<file path="src/rtl/moore_state_machine.sv">
// Moore pulse-shape qualifier: classifies a serial strobe into idle, rise,
// sustained high, fall and glitch phases; the phase code is the state itself.
module moore_state_machine (
    input  logic       clk_i,
    input  logic       reset_i,
    input  logic       in_i,
    output logic [2:0] out_o
);

    typedef enum logic [2:0] {
        IDLE   = 3'b000,
        RISE   = 3'b001,
        HIGH   = 3'b010,
        GLITCH = 3'b011,
        FALL   = 3'b100
    } state_t;

    state_t state;
    state_t state_nxt;

    always_ff @(posedge clk_i or negedge reset_i) begin
        if (!reset_i) begin
            state <= IDLE;
        end else begin
            state <= state_nxt;
        end
    end

    // Unused codes fall to the default arm and recover to IDLE on the next edge.
    always_comb begin
        state_nxt = IDLE;
        case (state)
            IDLE:    state_nxt = in_i ? RISE : IDLE;
            RISE:    state_nxt = in_i ? HIGH : GLITCH;
            HIGH:    state_nxt = in_i ? HIGH : FALL;
            FALL:    state_nxt = in_i ? RISE : IDLE;
            GLITCH:  state_nxt = in_i ? RISE : IDLE;
            default: state_nxt = IDLE;
        endcase
    end

    assign out_o = state;

endmodule

</file>
<file path="config.mk">
export PLATFORM = sky130hd
export DESIGN_NAME = moore_state_machine
export DESIGN_NICKNAME = d
export VERILOG_FILES = /design/src/rtl/moore_state_machine.sv
export SDC_FILE = /design/constraint.sdc
export NUM_CORES = 1
export LEC_CHECK = 0
export CAP_MARGIN = 10
export CORE_AREA = 2 2 39 41
export CTS_CLUSTER_SIZE = 8
export DETAILED_ROUTE_END_ITERATION = 12
export DIE_AREA = 0 0 41 43
export MAX_ROUTING_LAYER = met4
export SLEW_MARGIN = 20
export SYNTH_ARGS = -nofsm -noshare
export SYNTH_HDL_FRONTEND = slang
export SYNTH_SLANG_ARGS = --single-unit
</file>
<file path="constraint.sdc">
create_clock -name clk_i -period 1.1 [get_ports clk_i]
set_input_delay 0.165 -clock clk_i [delete_from_list [all_inputs] [get_ports clk_i]]
set_output_delay 0.165 -clock clk_i [all_outputs]
set_load 0.05 [all_outputs]
</file>
==> results of run 1 <==
final timing paths:
kind	start	to	slack, ns
max in group asynchronous	reset_i	out_o[1]$_DFF_PN0_	0.83
hold reg to reg	out_o[0]$_DFF_PN0_	out_o[2]$_DFF_PN0_	0.53
setup / recovery	out_o[1]$_DFF_PN0_	out_o[1]	0.1
setup reg to reg	out_o[0]$_DFF_PN0_	out_o[0]$_DFF_PN0_	0.11
hold / removal	reset_i	out_o[2]$_DFF_PN0_	0.11
min in group clk_i	out_o[0]$_DFF_PN0_	out_o[2]$_DFF_PN0_	0.53
cell families after synthesis:
| logic type | after synthesis | share of synthesized area (%) |
|---|---|---|
| AOI/OAI and AO/OA | 2 | 9.522 |
| xor gates and xnor gates | 1 | 6.668 |
| buffers and inverters | 1 | 2.854 |
| DFF | 3 | 57.14 |
| and+or+nand+nor | 4 | 23.82 |
cells in the final DEF (no fill, tap or decap), drive strengths merged:
master         count
clkdlybuf4s50      2
o31ai              1
nand3b             1
dfrtp              3
inv                1
nand2b             1
buf                4
nor4b              1
xor2               1
clkbuf             4
a21oi              1
or3b               1
metal layers:
metal	track usage, %	vias up
met1	5.484	51
li1	-	59
met3	4.712	4
met4	8.000	0
met5	-	-
met2	3.438	8
cell type report:
type	instances	area share [%]
Sequential cell	3	28.97
Multi-Input combinational cell	7	19.63
Inverter	1	1.402
Tap cell	16	7.477
Clock buffer	4	9.813
Timing Repair Buffer	6	32.71
power groups by stage:
stage / combinational [mW] / sequential, mW / clock (mW)
CTS: 0.411 / 0.244 / 0.203
global placement: 0.409 / 0.241 / 0
global route: 0.426 / 0.254 / 0.211
detailed placement: 0.411 / 0.244 / 0
finish: 0.409 / 0.241 / 0.193
floorplan: 0.0750 / 0.353 / 0
Yosys cell counts (all sizes together):
library cell / number
dfrtp: 3
a21oi: 1
inv: 1
nand2b: 1
nand3b: 1
nor4b: 1
o31ai: 1
or3b: 1
xor2: 1
per-stage QoR:
step                      TNS [ns]  total power, mW
after floorplan                  0           0.4276
after global placement    -0.04803           0.6492
after detailed placement  -0.05169           0.6553
after CTS                        0           0.8576
after global routing             0           0.8903
final                            0           0.8423
==> summary.md, run 1 <==
| Metric | Value |
|---|---|
| Psw | `~330 uW` |
| Max FO, Critical Path | `6` |
| Worst Tran Pin Value | `0.2477 ns` |
| Max Used Layer | `met4` |
| Final Skew | `roughly 0.00026 ns` |
| Seq/Total Area, Yosys | `57.14%` |
| CTS Buffer Depth | `2` |
| Net Count, Synth | `14` |
| Min Hold Slack | `about 0.11 ns` |
| Vias in the first global route | `115` |
| Die Span X | `41 um` |
| WL final | `281 um` |
| # fillers | `approximately 150` |
| Io pins | `6` |
| Switching share of power | `39.42%` |
| Mapped Cells | `11` |
| Layout area overhead | `103.8%` |
| Mapped cell area | `131.4 um^2` |
| Setup WS post-layout | `between 0.09 and 0.1 ns` |
| Yosys cell types | `9` |
| Worst stage delay on the critical path | `0.44 ns` |
| Final hold violations | `0` |
| Register area | `77.57 um^2` |
| Synth top area cells | `dfrtp_1 57%, nor4b_1 6.7%, or3b_1 6.7%` |
| Slowest cell on the critical path | `dfrtp_2` |
| Core area | `between 1000 and 1500 um^2` |
| Total CTS buffers | `3` |
| GP Congestion | `0.5948` |
| Outcome | `complete, no violations` |
| First-pass GRT wire length | `455 um` |
| Post-synth top area share | `57.14%` |
| I/O Buffers | `5` |
| Leakage | `0.1109 nW` |
| Max-slew violations | `0` |
| # resized after CTS | `0` |
| Largest net degree at the start of global routing | `7` |
| Total Nets Final | `25` |
| DIE AREA | `1763 um^2` |
| DRT antenna net count | `0` |
| Internal Power | `510.2 uW` |
| Routed length per instance | `7.595 um` |
| Clock sink total | `3` |
| Design Area, Final | `~270 um^2` |
| Crit start category | `register` |
| Largest register FFs | `3` |
| Initial antenna violation count | `0` |
| FMAX | `0.9970 GHz` |
| Clock Tree Root | `clkbuf_4` |
| Slew HR | `around 83%` |
| Critical path depth | `1` |
| Ant. Diodes | `0` |
| 1st-iter DRT viols | `3` |
| HPWL after detailed placement | `202 um` |
| Yosys top cell by area | `dfrtp_1` |
| Worst skew pair latency | `0.23 ns` |
| Max Cap Viol | `0` |
| H-tree Lvls | `1` |
| Tmin final | `1.003 ns` |
| CP arrival | `about 0.84 ns` |
| Non-filler cells, final | `37` |
| DR DRC count | `0` |
| Total gr overflow | `0` |
| Unrepaired setup endpoints after global routing | `false` |
| # hold bufs at CTS | `0` |
| Post-CTS setup buffer count | `0` |
| DP Cell Count | `33` |
| Via-per-instance ratio | `3.297` |
| Crit path required time | `roughly 0.94 ns` |
| Total number of vias | `between 100 and 150` |
| Fin util | `19.35%` |
| Total iterations of the first detailed-routing run | `4` |
| Seq cells post-synth | `3` |
| Kind of end point of the critical path | `primary output` |
| Met3 wire len | `about 37 um` |
| CTS tree | `done` |
| DP Area | `between 200 and 250 um^2` |
| Delay-heaviest family, CP | `flip-flops` |
| Reg2reg path depth | `2` |
| Mapped Avg Cell Area | `11.94 um^2` |
| Multi-input gate area | `52.55 um^2` |
| Final period util | `91.18%` |
| Tot GR Track Use | `5.046%` |
| Wire length on met1 | `130 um` |
| Gate power share | `48.6%` |
| Part of the power in registers | `28.6%` |
| Clock group share of total power | `22.9%` |
| Peak supply drop | `0.0004718 V` |
| PD cells | `3146 nW/um^2` |
| Setup Viol. Count Final | `0` |
| Crit path buf inv count | `1` |
| Pre-CTS setup slack | `-0.05169 ns` |
| Routed met2 length | `90 um` |
| Crit-path cells | `buf_12` |
| Die Ht | `43 um` |
| Clock-pin slew on the worst setup and hold paths | `roughly 0.040 ns` |
| Min-delay worst type | `input pin to async pin` |
| Starting density of the core | `9.494%` |
| Layout cells sized above 1 | `42.86%` |
| # rows | `14` |
| Crit path kind | `register to primary output` |
| Synth warnings | `0` |
No activity file was read; power rests on OpenSTA's default activity.
==> run 2: changes to the inputs <==
--- a/config.mk
+++ b/config.mk
@@ -10,6 +10,7 @@
 export CTS_CLUSTER_SIZE = 8
 export DETAILED_ROUTE_END_ITERATION = 12
 export DIE_AREA = 0 0 41 43
+export GPL_ROUTABILITY_DRIVEN = 0
 export MAX_ROUTING_LAYER = met4
 export SLEW_MARGIN = 20
 export SYNTH_ARGS = -nofsm -noshare
==> results of run 2 <==
Final layout, timing and power as in run 1 (identical DEF).
==> run 3: changes to the inputs <==
--- a/config.mk
+++ b/config.mk
@@ -6,10 +6,10 @@
 export NUM_CORES = 1
 export LEC_CHECK = 0
 export CAP_MARGIN = 10
-export CORE_AREA = 2 2 39 41
+export CORE_AREA = 3 3 40 42
 export CTS_CLUSTER_SIZE = 8
 export DETAILED_ROUTE_END_ITERATION = 12
-export DIE_AREA = 0 0 41 43
+export DIE_AREA = 0 0 43 45
 export GPL_ROUTABILITY_DRIVEN = 0
 export MAX_ROUTING_LAYER = met4
 export SLEW_MARGIN = 20
==> run 3 against run 2 <==
  * Cell area down 0.47%
  * Worst hold slack better by 0.0030 ns
  * Critical path depth grew 1
  * Wire length increased by 14%
  * Utilization is 1.4 points higher
==> summary.md, run 3 (synthesis results as in run 1) <==
| Metric | Value |
|---|---|
| Outcome | `complete, no violations` |
| # fillers | `146` |
| Crit path required time | `1.23 ns` |
| 1st-iter DRT viols | `0` |
| Io pins | `6` |
| Post-CTS setup buffer count | `0` |
| Clock Tree Root | `clkbuf_4` |
| DIE AREA | `1935 um^2` |
| Die Span X | `43 um` |
| Reg2reg path depth | `2` |
| Slowest cell on the critical path | `dfrtp_2` |
| Reg2reg setup slack | `0.09 ns` |
| WL final | `321 um` |
| # hold bufs at CTS | `0` |
| Crit-path cells | `or3b_1, o31ai_1` |
| Tmin final | `1.012 ns` |
| Delay-heaviest family, CP | `flip-flops` |
| Clock sink total | `3` |
| Crit start category | `register` |
| RR Endpoint | `out_o[0]$_DFF_PN0_` |
| Kind of end point of the critical path | `register` |
| DRT antenna net count | `0` |
| Via-per-instance ratio | `around 3.4` |
| FMAX | `0.9884 GHz` |
| CTS Buffer Depth | `2` |
| Most frequent cells in the layout | `3 x clkbuf_4, 3 x buf_12, 2 x clkdlybuf4s50_1, 2 x dfrtp_2` |
| Tot GR Track Use | `under 10%` |
| Clock-pin slew on the worst setup and hold paths | `about 0.040 ns` |
| Slew HR | `85.43%` |
| Worst Tran Pin Value | `between 0.2 and 0.25 ns` |
| Ant. Diodes | `0` |
| Vias in the first global route | `124` |
| Clock group share of total power | `between 20% and 30%` |
| Crit path kind | `register to register` |
| Setup Viol. Count Final | `0` |
| Reg2reg start | `out_o[0]$_DFF_PN0_` |
| Min-delay worst type | `input pin to async pin` |
| Max Cap Viol | `0` |
| Total CTS buffers | `3` |
| Layout cells sized above 1 | `between 40% and 50%` |
| Max FO, Critical Path | `6` |
| Total iterations of the first detailed-routing run | `1` |
| Psw | `331.3 uW` |
| First-pass GRT wire length | `between 400 and 500 um` |
| Final hold violations | `0` |
| Final Skew | `0.0007160 ns` |
| Gate power share | `49.0%` |
| Unrepaired setup endpoints after global routing | `false` |
| H-tree Lvls | `1` |
| Fin Setup TNS | `0 ns` |
| CTS tree | `done` |
| Total Nets Final | `25` |
| DP Cell Count | `32` |
| Part of the power in registers | `28.4%` |
| Non-filler cells, final | `36` |
| Initial antenna violation count | `0` |
| Crit path buf inv count | `0` |
| Total gr overflow | `0` |
| Layout area overhead | `102.9%` |
| Worst skew pair latency | `0.23 ns` |
| Largest register FFs | `3` |
| Internal Power | `510.3 uW` |
| CP arrival | `1.14 ns` |
| Switching share of power | `39.36%` |
| Setup crit start | `out_o[0]$_DFF_PN0_` |
| PD cells | `3158 nW/um^2` |
| Largest net degree at the start of global routing | `7` |
| Peak supply drop | `0.0004281 V` |
| Total number of vias | `between 100 and 150` |
| # resized after CTS | `0` |
| Leakage | `approximately 0.11 nW` |
| Total Power | `841.6 uW` |
| Max-slew violations | `0` |
| Starting density of the core | `10.22%` |
| Worst stage delay on the critical path | `0.44 ns` |
| Routed length per instance | `8.917 um` |
| DR DRC count | `0` |
| I/O Buffers | `5` |
| Final period util | `around nine tenths` |
| Die Ht | `around 45 um` |
| # rows | `13` |
| Core area | `between 1000 and 1500 um^2` |
-- run 3: final cells by class --
| class | instances | area, um^2 | share of cell area, % |
|---|---|---|---|
| Clock buffer | 4 | 26.28 | 9.859 |
| Inverter | 1 | 3.754 | 1.408 |
| Multi-Input combinational cell | 7 | 52.55 | 19.72 |
| Sequential cell | 3 | 77.57 | 29.11 |
| Tap cell | 15 | 18.77 | 7.042 |
| Timing Repair Buffer | 6 | 87.58 | 32.86 |
-- run 3: worst max-delay path by stage --
stage	endpoint	cells past startpoint
finish	out_o[0]$_DFF_PN0_	2
floorplan	out_o[0]$_DFF_PN0_	2
detailed placement	out_o[0]$_DFF_PN0_	3
global placement	out_o[0]$_DFF_PN0_	3
CTS	out_o[0]$_DFF_PN0_	2
global route	out_o[0]$_DFF_PN0_	2
-- run 3: metrics by stage --
stage | instance area, um^2 | worst slack [ns] | util [%] | hold WS (ns)
3_5_place_dp | 240.2 | -0.1219 | 18.70 | 0.3545
4_1_cts | 266.5 | 0.07873 | 20.74 | 0.1067
5_1_grt | 266.5 | 0.05249 | 20.74 | 0.1164
2_1_floorplan | 133.9 | 0.03599 | - | -0.1306
6_report | 266.5 | 0.08831 | 20.74 | 0.1157
3_3_place_gp | 240.2 | -0.06804 | 18.70 | 0.3534
-- run 3: layer usage --
| layer | GRT usage (%) | share of wire, % | vias to the layer above |
|---|---|---|---|
| li1 | - | - | 60 |
| met4 | 7.229 | 0 | 0 |
| met2 | 5.090 | 53 | 6 |
| met5 | - | 0 | - |
| met1 | 2.179 | 31 | 55 |
| met3 | 5.179 | 15 | 0 |
-- run 3: worst reg2reg max path, cell delays in order (launching register included) --
cell     delay, ns
dfrtp_2       0.44
or3b_1        0.39
o31ai_1       0.08
-- run 3: power groups by stage --
stage               combinational, mW  sequential, mW  clock (mW)
floorplan                      0.0750           0.353           0
global placement                0.408           0.231           0
detailed placement              0.415           0.243           0
CTS                             0.416           0.241       0.203
global route                    0.423           0.245       0.209
finish                          0.412           0.239       0.190
